<file path="config.mk">
export PLATFORM = sky130hd
export DESIGN_NAME = spi_slave
export DESIGN_NICKNAME = d
export VERILOG_FILES = /design/src/rtl/spi_slave.sv
export SDC_FILE = /design/constraint.sdc
export NUM_CORES = 1
export LEC_CHECK = 0
export BUFFER_PORTS_ARGS = -buffer_cell sky130_fd_sc_hd__buf_2
export CAP_MARGIN = 20
export CORE_ASPECT_RATIO = 0.7
export CORE_MARGIN = 3
export CORE_UTILIZATION = 28
export DETAILED_ROUTE_END_ITERATION = 8
export HOLD_SLACK_MARGIN = 0.03
export SYNTH_ARGS = -nofsm -noshare
export SYNTH_HDL_FRONTEND = slang
export SYNTH_SLANG_ARGS = --single-unit
export TNS_END_PERCENT = 1
</file>
<file path="constraint.sdc">
create_clock -name clk -period 2.2 [get_ports clk]
set_input_delay 0.11 -clock clk [delete_from_list [all_inputs] [get_ports clk]]
set_output_delay 0.11 -clock clk [all_outputs]
set_load 0.01 [all_outputs]
</file>
<file path="src/rtl/spi_slave.sv">
// spi_slave: SPI slave front end for a command/address/data register port.
// Each SS_n-framed transaction carries a 10-bit frame, MSB first, where
// [9:8] is the command and [7:0] is the address or data. The received frame
// is strobed out on rx_valid. A read-data frame then waits for tx_valid and
// shifts tx_data out on MISO, MSB first.
//
// Ports:
//   clk       - SPI serial clock; all logic runs on its rising edge
//   rst_n     - asynchronous active-low reset
//   SS_n      - slave select, active-low; a high level aborts any transaction
//   MOSI      - serial data in, MSB first
//   MISO      - serial read data out, MSB first; 0 when nothing is shifting
//   rx_data   - last received frame, held between strobes
//   rx_valid  - one-cycle strobe qualifying rx_data
//   tx_data   - read data from the memory side
//   tx_valid  - qualifies tx_data while a read is waiting for it
//
// Build option:
//   SPI_RD_TIMEOUT_EN - when defined, a read that sees no tx_valid within
//                       TIMEOUT_CYC cycles after its rx_valid is abandoned.
//                       When undefined, the read waits for as long as SS_n
//                       stays low.
module spi_slave #(
   parameter int unsigned TIMEOUT_CYC = 8
) (
   input  logic       clk,
   input  logic       rst_n,
   input  logic       SS_n,
   input  logic       MOSI,
   output logic       MISO,
   output logic [9:0] rx_data,
   output logic       rx_valid,
   input  logic [7:0] tx_data,
   input  logic       tx_valid
);

   localparam int unsigned FRAME_W = 10;
   localparam int unsigned CNT_W   = 4;
   localparam int unsigned BYTE_W  = 8;
   localparam int unsigned STATE_W = 3;

   localparam logic [STATE_W-1:0] IDLE      = 3'd0;
   localparam logic [STATE_W-1:0] CHK_CMD   = 3'd1;
   localparam logic [STATE_W-1:0] WRITE     = 3'd2;
   localparam logic [STATE_W-1:0] READ_ADD  = 3'd3;
   localparam logic [STATE_W-1:0] READ_DATA = 3'd4;
   localparam logic [STATE_W-1:0] DONE      = 3'd5;

   // bit_cnt reaches LAST_BIT once bits 8..0 are in; READ_DATA parks it at
   // RD_TAIL for the wait/shift-out phase that follows its rx_valid.
   localparam logic [CNT_W-1:0] LAST_BIT = 4'd9;
   localparam logic [CNT_W-1:0] RD_TAIL  = 4'd10;
   localparam logic [2:0]       TX_LAST  = 3'd7;

   logic [STATE_W-1:0] state, state_d;
   logic [CNT_W-1:0]   bit_cnt, bit_cnt_d;
   logic [FRAME_W-1:0] shift, shift_d;
   logic [FRAME_W-1:0] rx_data_d;
   logic               rx_valid_d;
   logic               miso_d;
   logic               rd_addr_seen, rd_addr_seen_d;
   logic [BYTE_W-1:0]  tx_shift, tx_shift_d;
   logic [2:0]         tx_cnt, tx_cnt_d;
   logic               tx_wait, tx_wait_d;
   logic               tx_busy, tx_busy_d;

`ifdef SPI_RD_TIMEOUT_EN
   localparam int unsigned TO_W = (TIMEOUT_CYC > 1) ? $clog2(TIMEOUT_CYC) : 1;
   logic [TO_W-1:0] to_cnt, to_cnt_d;
`else
   // TIMEOUT_CYC only has an effect when the timeout is compiled in
   logic timeout_unused;
   assign timeout_unused = |TIMEOUT_CYC;
`endif

   // State and datapath registers
   always_ff @(posedge clk or negedge rst_n) begin
      if (!rst_n) begin
         state        <= IDLE;
         bit_cnt      <= '0;
         shift        <= '0;
         rx_data      <= '0;
         rx_valid     <= 1'b0;
         MISO         <= 1'b0;
         rd_addr_seen <= 1'b0;
         tx_shift     <= '0;
         tx_cnt       <= '0;
         tx_wait      <= 1'b0;
         tx_busy      <= 1'b0;
`ifdef SPI_RD_TIMEOUT_EN
         to_cnt       <= '0;
`endif
      end else begin
         state        <= state_d;
         bit_cnt      <= bit_cnt_d;
         shift        <= shift_d;
         rx_data      <= rx_data_d;
         rx_valid     <= rx_valid_d;
         MISO         <= miso_d;
         rd_addr_seen <= rd_addr_seen_d;
         tx_shift     <= tx_shift_d;
         tx_cnt       <= tx_cnt_d;
         tx_wait      <= tx_wait_d;
         tx_busy      <= tx_busy_d;
`ifdef SPI_RD_TIMEOUT_EN
         to_cnt       <= to_cnt_d;
`endif
      end
   end

   // Next-state and next-output logic
   always_comb begin
      state_d        = state;
      bit_cnt_d      = bit_cnt;
      shift_d        = shift;
      rx_data_d      = rx_data;
      rx_valid_d     = 1'b0;
      miso_d         = 1'b0;
      rd_addr_seen_d = rd_addr_seen;
      tx_shift_d     = tx_shift;
      tx_cnt_d       = tx_cnt;
      tx_wait_d      = tx_wait;
      tx_busy_d      = tx_busy;
`ifdef SPI_RD_TIMEOUT_EN
      to_cnt_d       = to_cnt;
`endif

      if (SS_n) begin
         // Deselect wins everywhere; rd_addr_seen deliberately survives
         state_d   = IDLE;
         bit_cnt_d = '0;
         tx_cnt_d  = '0;
         tx_wait_d = 1'b0;
         tx_busy_d = 1'b0;
`ifdef SPI_RD_TIMEOUT_EN
         to_cnt_d  = '0;
`endif
      end else begin
         case (state)
            IDLE: begin
               state_d   = CHK_CMD;
               bit_cnt_d = '0;
            end

            CHK_CMD: begin
               shift_d   = {MOSI, 9'd0};
               bit_cnt_d = '0;
               if (!MOSI)             state_d = WRITE;
               else if (rd_addr_seen) state_d = READ_DATA;
               else                   state_d = READ_ADD;
            end

            WRITE, READ_ADD, READ_DATA: begin
               if (bit_cnt < LAST_BIT) begin
                  // shift[9] keeps bit 9; bits 8..0 fill from the right
                  shift_d   = {shift[9], shift[7:0], MOSI};
                  bit_cnt_d = bit_cnt + 4'd1;
               end else if (bit_cnt == LAST_BIT) begin
                  rx_data_d  = shift;
                  rx_valid_d = 1'b1;
                  if (state == READ_DATA) begin
                     rd_addr_seen_d = 1'b0;
                     bit_cnt_d      = RD_TAIL;
                     tx_wait_d      = 1'b1;
`ifdef SPI_RD_TIMEOUT_EN
                     to_cnt_d       = '0;
`endif
                  end else begin
                     state_d = DONE;
                     if (state == READ_ADD) rd_addr_seen_d = 1'b1;
                  end
               end else if (tx_wait) begin
                  if (tx_valid) begin
                     tx_shift_d = tx_data;
                     tx_wait_d  = 1'b0;
                     tx_busy_d  = 1'b1;
                     tx_cnt_d   = '0;
                  end
`ifdef SPI_RD_TIMEOUT_EN
                  else if (to_cnt == TO_W'(TIMEOUT_CYC - 1)) begin
                     tx_wait_d = 1'b0;
                     state_d   = DONE;
                  end else begin
                     to_cnt_d = to_cnt + TO_W'(1);
                  end
`endif
               end else if (tx_busy) begin
                  miso_d     = tx_shift[7];
                  tx_shift_d = {tx_shift[6:0], 1'b0};
                  tx_cnt_d   = tx_cnt + 3'd1;
                  if (tx_cnt == TX_LAST) begin
                     tx_busy_d = 1'b0;
                     state_d   = DONE;
                  end
               end else begin
                  state_d = DONE;
               end
            end

            DONE: begin
               state_d = DONE;
            end

            default: begin
               state_d = IDLE;
            end
         endcase
      end
   end

endmodule
</file>
==> impl_results.md <==
* Flop and latch count out of synthesis at 43
* Number of buffer and inverter instances along the worst setup path at 1
* Worst Path Max Fanout at 7
* Total routed wirelength at 3940 um
* Total GRT Usage at 10.4%
* Most used cells in the layout excluding fill and tap cells: sky130_fd_sc_hd__dfrtp_1 (43), sky130_fd_sc_hd__buf_2 (24), sky130_fd_sc_hd__nand2_1 (18)
* Insertion delay to the later sink of the worst-skew pair at 300 ps
* Largest net degree at the start of global routing at 26
* Signal arrival time at the worst endpoint at 2100 ps
* Worst voltage drop across the vdd grid at 0.276 mV
* Clock sink count at 43
* Mean number of vias per cell at 4.62
* Synthesized-area fraction occupied by adder cells at 3.02%
* Tmin final at 1920 ps
* Worst stage delay on the critical path at 450 ps
* Number of cells upsized or downsized after cts at 0
* Maximum capacitance violations at 0
* Share of cell area taken by muxes after synthesis at 11.4%
* DPL Wire Length at 2850 um
* # placed instances at 294
* Clock-pin transition on the worst setup and hold timing paths at 80 ps
* Final-layout fill cell count at 683
* Setup ws final at 282 ps
* Rel. slew slack at 71.4%
* Starting Density at 29.7%
* Critical Path Start: bit_cnt[0]
* Setup slack at placement at 307 ps
* Wire length of the first global-routing pass at 6910 um
* Element type at the critical path end: register
* Area taken by flip-flops and latches at 1080 um^2
* Number of search-and-repair iterations in the first detailed-routing pass at 4
* Number of enable-type register cells in the synthesized netlist at 0
* Post-synthesis instance area at 2070 um^2
* Slowest stage cell, crit path: sky130_fd_sc_hd__dfrtp_1
* Status: complete, no violations
* Final Instance Area at 2430 um^2
* Mean instance size in the synthesized netlist at 11.6 um^2
* Most common library cell in the layout ignoring fill and taps: sky130_fd_sc_hd__dfrtp_1
* Count of endpoints failing hold in the final timing report at 0
* Synthesized-area fraction occupied by ao, oa, aoi and oai cells at 16.6%
* Startpoint types: register
* Final setup skew at 7.73 ps
* Share of flip-flops with an asynchronous set or reset after synthesis at 100%
* Clock tree from TritonCTS: yes
* Largest family of logic cells by synthesized area: compound AO/OA/AOI/OAI gates
* Cell at the root of the clock tree: sky130_fd_sc_hd__clkbuf_8
* Xor and xnor area share after synthesis at 0%
* Core region area at 6980 um^2
* Required time of the worst setup path at 2380 ps
* Synth cell types at 42
* Setup repair after global routing missed its margin: no
* Period utilization at 87.2%
* Die outline width at 109 um
* Ant. Diodes at 0
* Pwr Density at 715 nW/um^2
* Pin slew with the least headroom to its limit at 430 ps
* Layout cells sized above 1 at 29.2%
* Port Buffers at 24
* Final RePlAce weighted congestion at 0.785
* Total area of multi-input combinational cells at 923 um^2
* Total clock buffers created by CTS at 5
* Average routed wire per standard cell at 13.0 um
* Slew Viols, Final at 0
* Setup TNS at 0 ps
* Final core occ at 34.9%
* Critical path, cell by cell: inv_1 > ha_1 > o21ba_2 > a211oi_4 > a21oi_1 > mux2_2
* Final setup viols at 0
* Antenna viol nets, final at 0
* Vias after detailed routing at 1,401
* Number of nets in the layout at 226
* Number of post-CTS setup repair buffers at 0
* Category of cells accounting for the largest share of critical-path delay: compound AO/OA/AOI/OAI gates
* Residual DRC count at 0
* Die area at 8480 um^2
* Area growth from synthesis to layout at 17.4%
* Final global-route overflow total at 0
* Yosys Warn Count at 0
* Register area share after synthesis at 51.9%
* Most instantiated flip-flop cell in the synthesis netlist: sky130_fd_sc_hd__dfrtp_1
* Leakage dissipation at 1.11 nW
* Max frequency at 521 MHz
* Via count of the first global-routing pass at 1,378
* Hold buffer count at cts at 1
* I/O pin count at 25
* Antenna violations before repair at 0
* Rows at 25
* Post-Place Cell Area at 2300 um^2
* Kind of critical path: register to register
* Gate Count Post-Synth at 178
* Min-Delay Path Class: primary input to register
* Height of the die at 78.0 um
* Final non-filler cell total at 303
* Area share of and/or/nand/nor cells after synthesis at 13.5%
* Reg-to-Reg Start: bit_cnt[0]
* Starting DRC count in detailed routing at 68
* Number of buffers between clock root and the deepest sink at 2
* Synthesized Nets at 196
* Hold Startpoint: tx_data[0]
* H-tree level count at 2
cell type report:
| class | count | share of cell area, % |
|---|---|---|
| flip-flops and latches | 43 | 44.2 |
| multi-input cells | 121 | 38.0 |
| repair buffers | 30 | 6.89 |
| well taps | 94 | 4.84 |
| clock buffers | 6 | 3.40 |
| clock inverters | 2 | 1.59 |
| inverters | 7 | 1.08 |
where the power goes:
| part | internal [W] | switching, W |
|---|---|---|
| sequential | 0.000830 | 0.0000413 |
| clock | 0.000373 | 0.000274 |
| combinational | 0.0000929 | 0.000127 |
| total | 0.00130 | 0.000442 |
worst register-to-register path, stage by stage, from the launching register on:
cell	delay, ps
sky130_fd_sc_hd__dfrtp_1	450
sky130_fd_sc_hd__inv_1	70
sky130_fd_sc_hd__ha_1	230
sky130_fd_sc_hd__o21ba_2	250
sky130_fd_sc_hd__a211oi_4	330
sky130_fd_sc_hd__a21oi_1	190
sky130_fd_sc_hd__mux2_2	290
stage by stage:
| stage | hold slack, ps | power, W |
|---|---|---|
| 3_3_place_gp | 90.7 | 0.00110 |
| 4_1_cts | 36.1 | 0.00176 |
| 2_1_floorplan | -186 | 0.00103 |
| 6_report | 42.7 | 0.00174 |
| 3_5_place_dp | 76.6 | 0.00111 |
| 5_1_grt | 32.7 | 0.00184 |
registers in the layout (all words and copies together), names as in the netlist:
signal	flops
MISO	1
rx_data	10
state	3
tx_busy	1
tx_shift	8
tx_cnt	3
tx_wait	1
rd_addr_seen	1
bit_cnt	4
rx_valid	1
shift	10
metal layers:
metal  GRT usage (%)  wire length (um)
met5               0                 0
met1            15.7              2150
met2            13.6              1590
met3            2.49               112
met4            4.92                83
synth_stat cells (2+ instances only):
master,n,share of area (%)
sky130_fd_sc_hd__nand2b_1,3,0.91
sky130_fd_sc_hd__and2_1,2,0.60
sky130_fd_sc_hd__nand3_1,2,0.48
sky130_fd_sc_hd__inv_1,7,1.3
sky130_fd_sc_hd__o21ai_0,5,1.2
sky130_fd_sc_hd__buf_6,2,1.1
sky130_fd_sc_hd__mux2i_1,9,4.3
sky130_fd_sc_hd__o211ai_1,2,0.72
sky130_fd_sc_hd__clkbuf_1,3,0.54
sky130_fd_sc_hd__mux2_2,13,7.1
sky130_fd_sc_hd__nand2_1,18,3.3
sky130_fd_sc_hd__dfrtp_1,43,52
sky130_fd_sc_hd__ha_1,5,3.0
sky130_fd_sc_hd__o21ai_2,2,0.85
sky130_fd_sc_hd__a41oi_1,2,0.85
sky130_fd_sc_hd__or3_1,2,0.60
sky130_fd_sc_hd__nor2b_1,2,0.60
sky130_fd_sc_hd__o21ai_1,7,1.7
sky130_fd_sc_hd__a21oi_1,7,1.7
sky130_fd_sc_hd__a22oi_1,2,0.72
sky130_fd_sc_hd__nor3_1,2,0.48
sky130_fd_sc_hd__a22o_1,11,4.6
sky130_fd_sc_hd__nor2_1,8,1.4
cell families after synthesis:
group,Yosys count
flip-flops,43
AND/OR/NAND/NOR,48
adder cells (fa/ha/maj),5
multiplexers,22
AO/OA/AOI/OAI,46
buffers and inverters,14
path summary, 6_finish.rpt:
path | to | slack [ps] | cells after the start
max in group asynchronous | state[2] | 1250 | 3
max reg2reg | tx_cnt[0] | 280 | 6
min in group asynchronous | tx_shift[4] | 290 | 2
min reg2reg | tx_shift[7] | 480 | 2
max | tx_cnt[0] | 280 | 6
min | tx_shift[0] | 40 | 3
No activity file was read; power rests on OpenSTA's default activity.
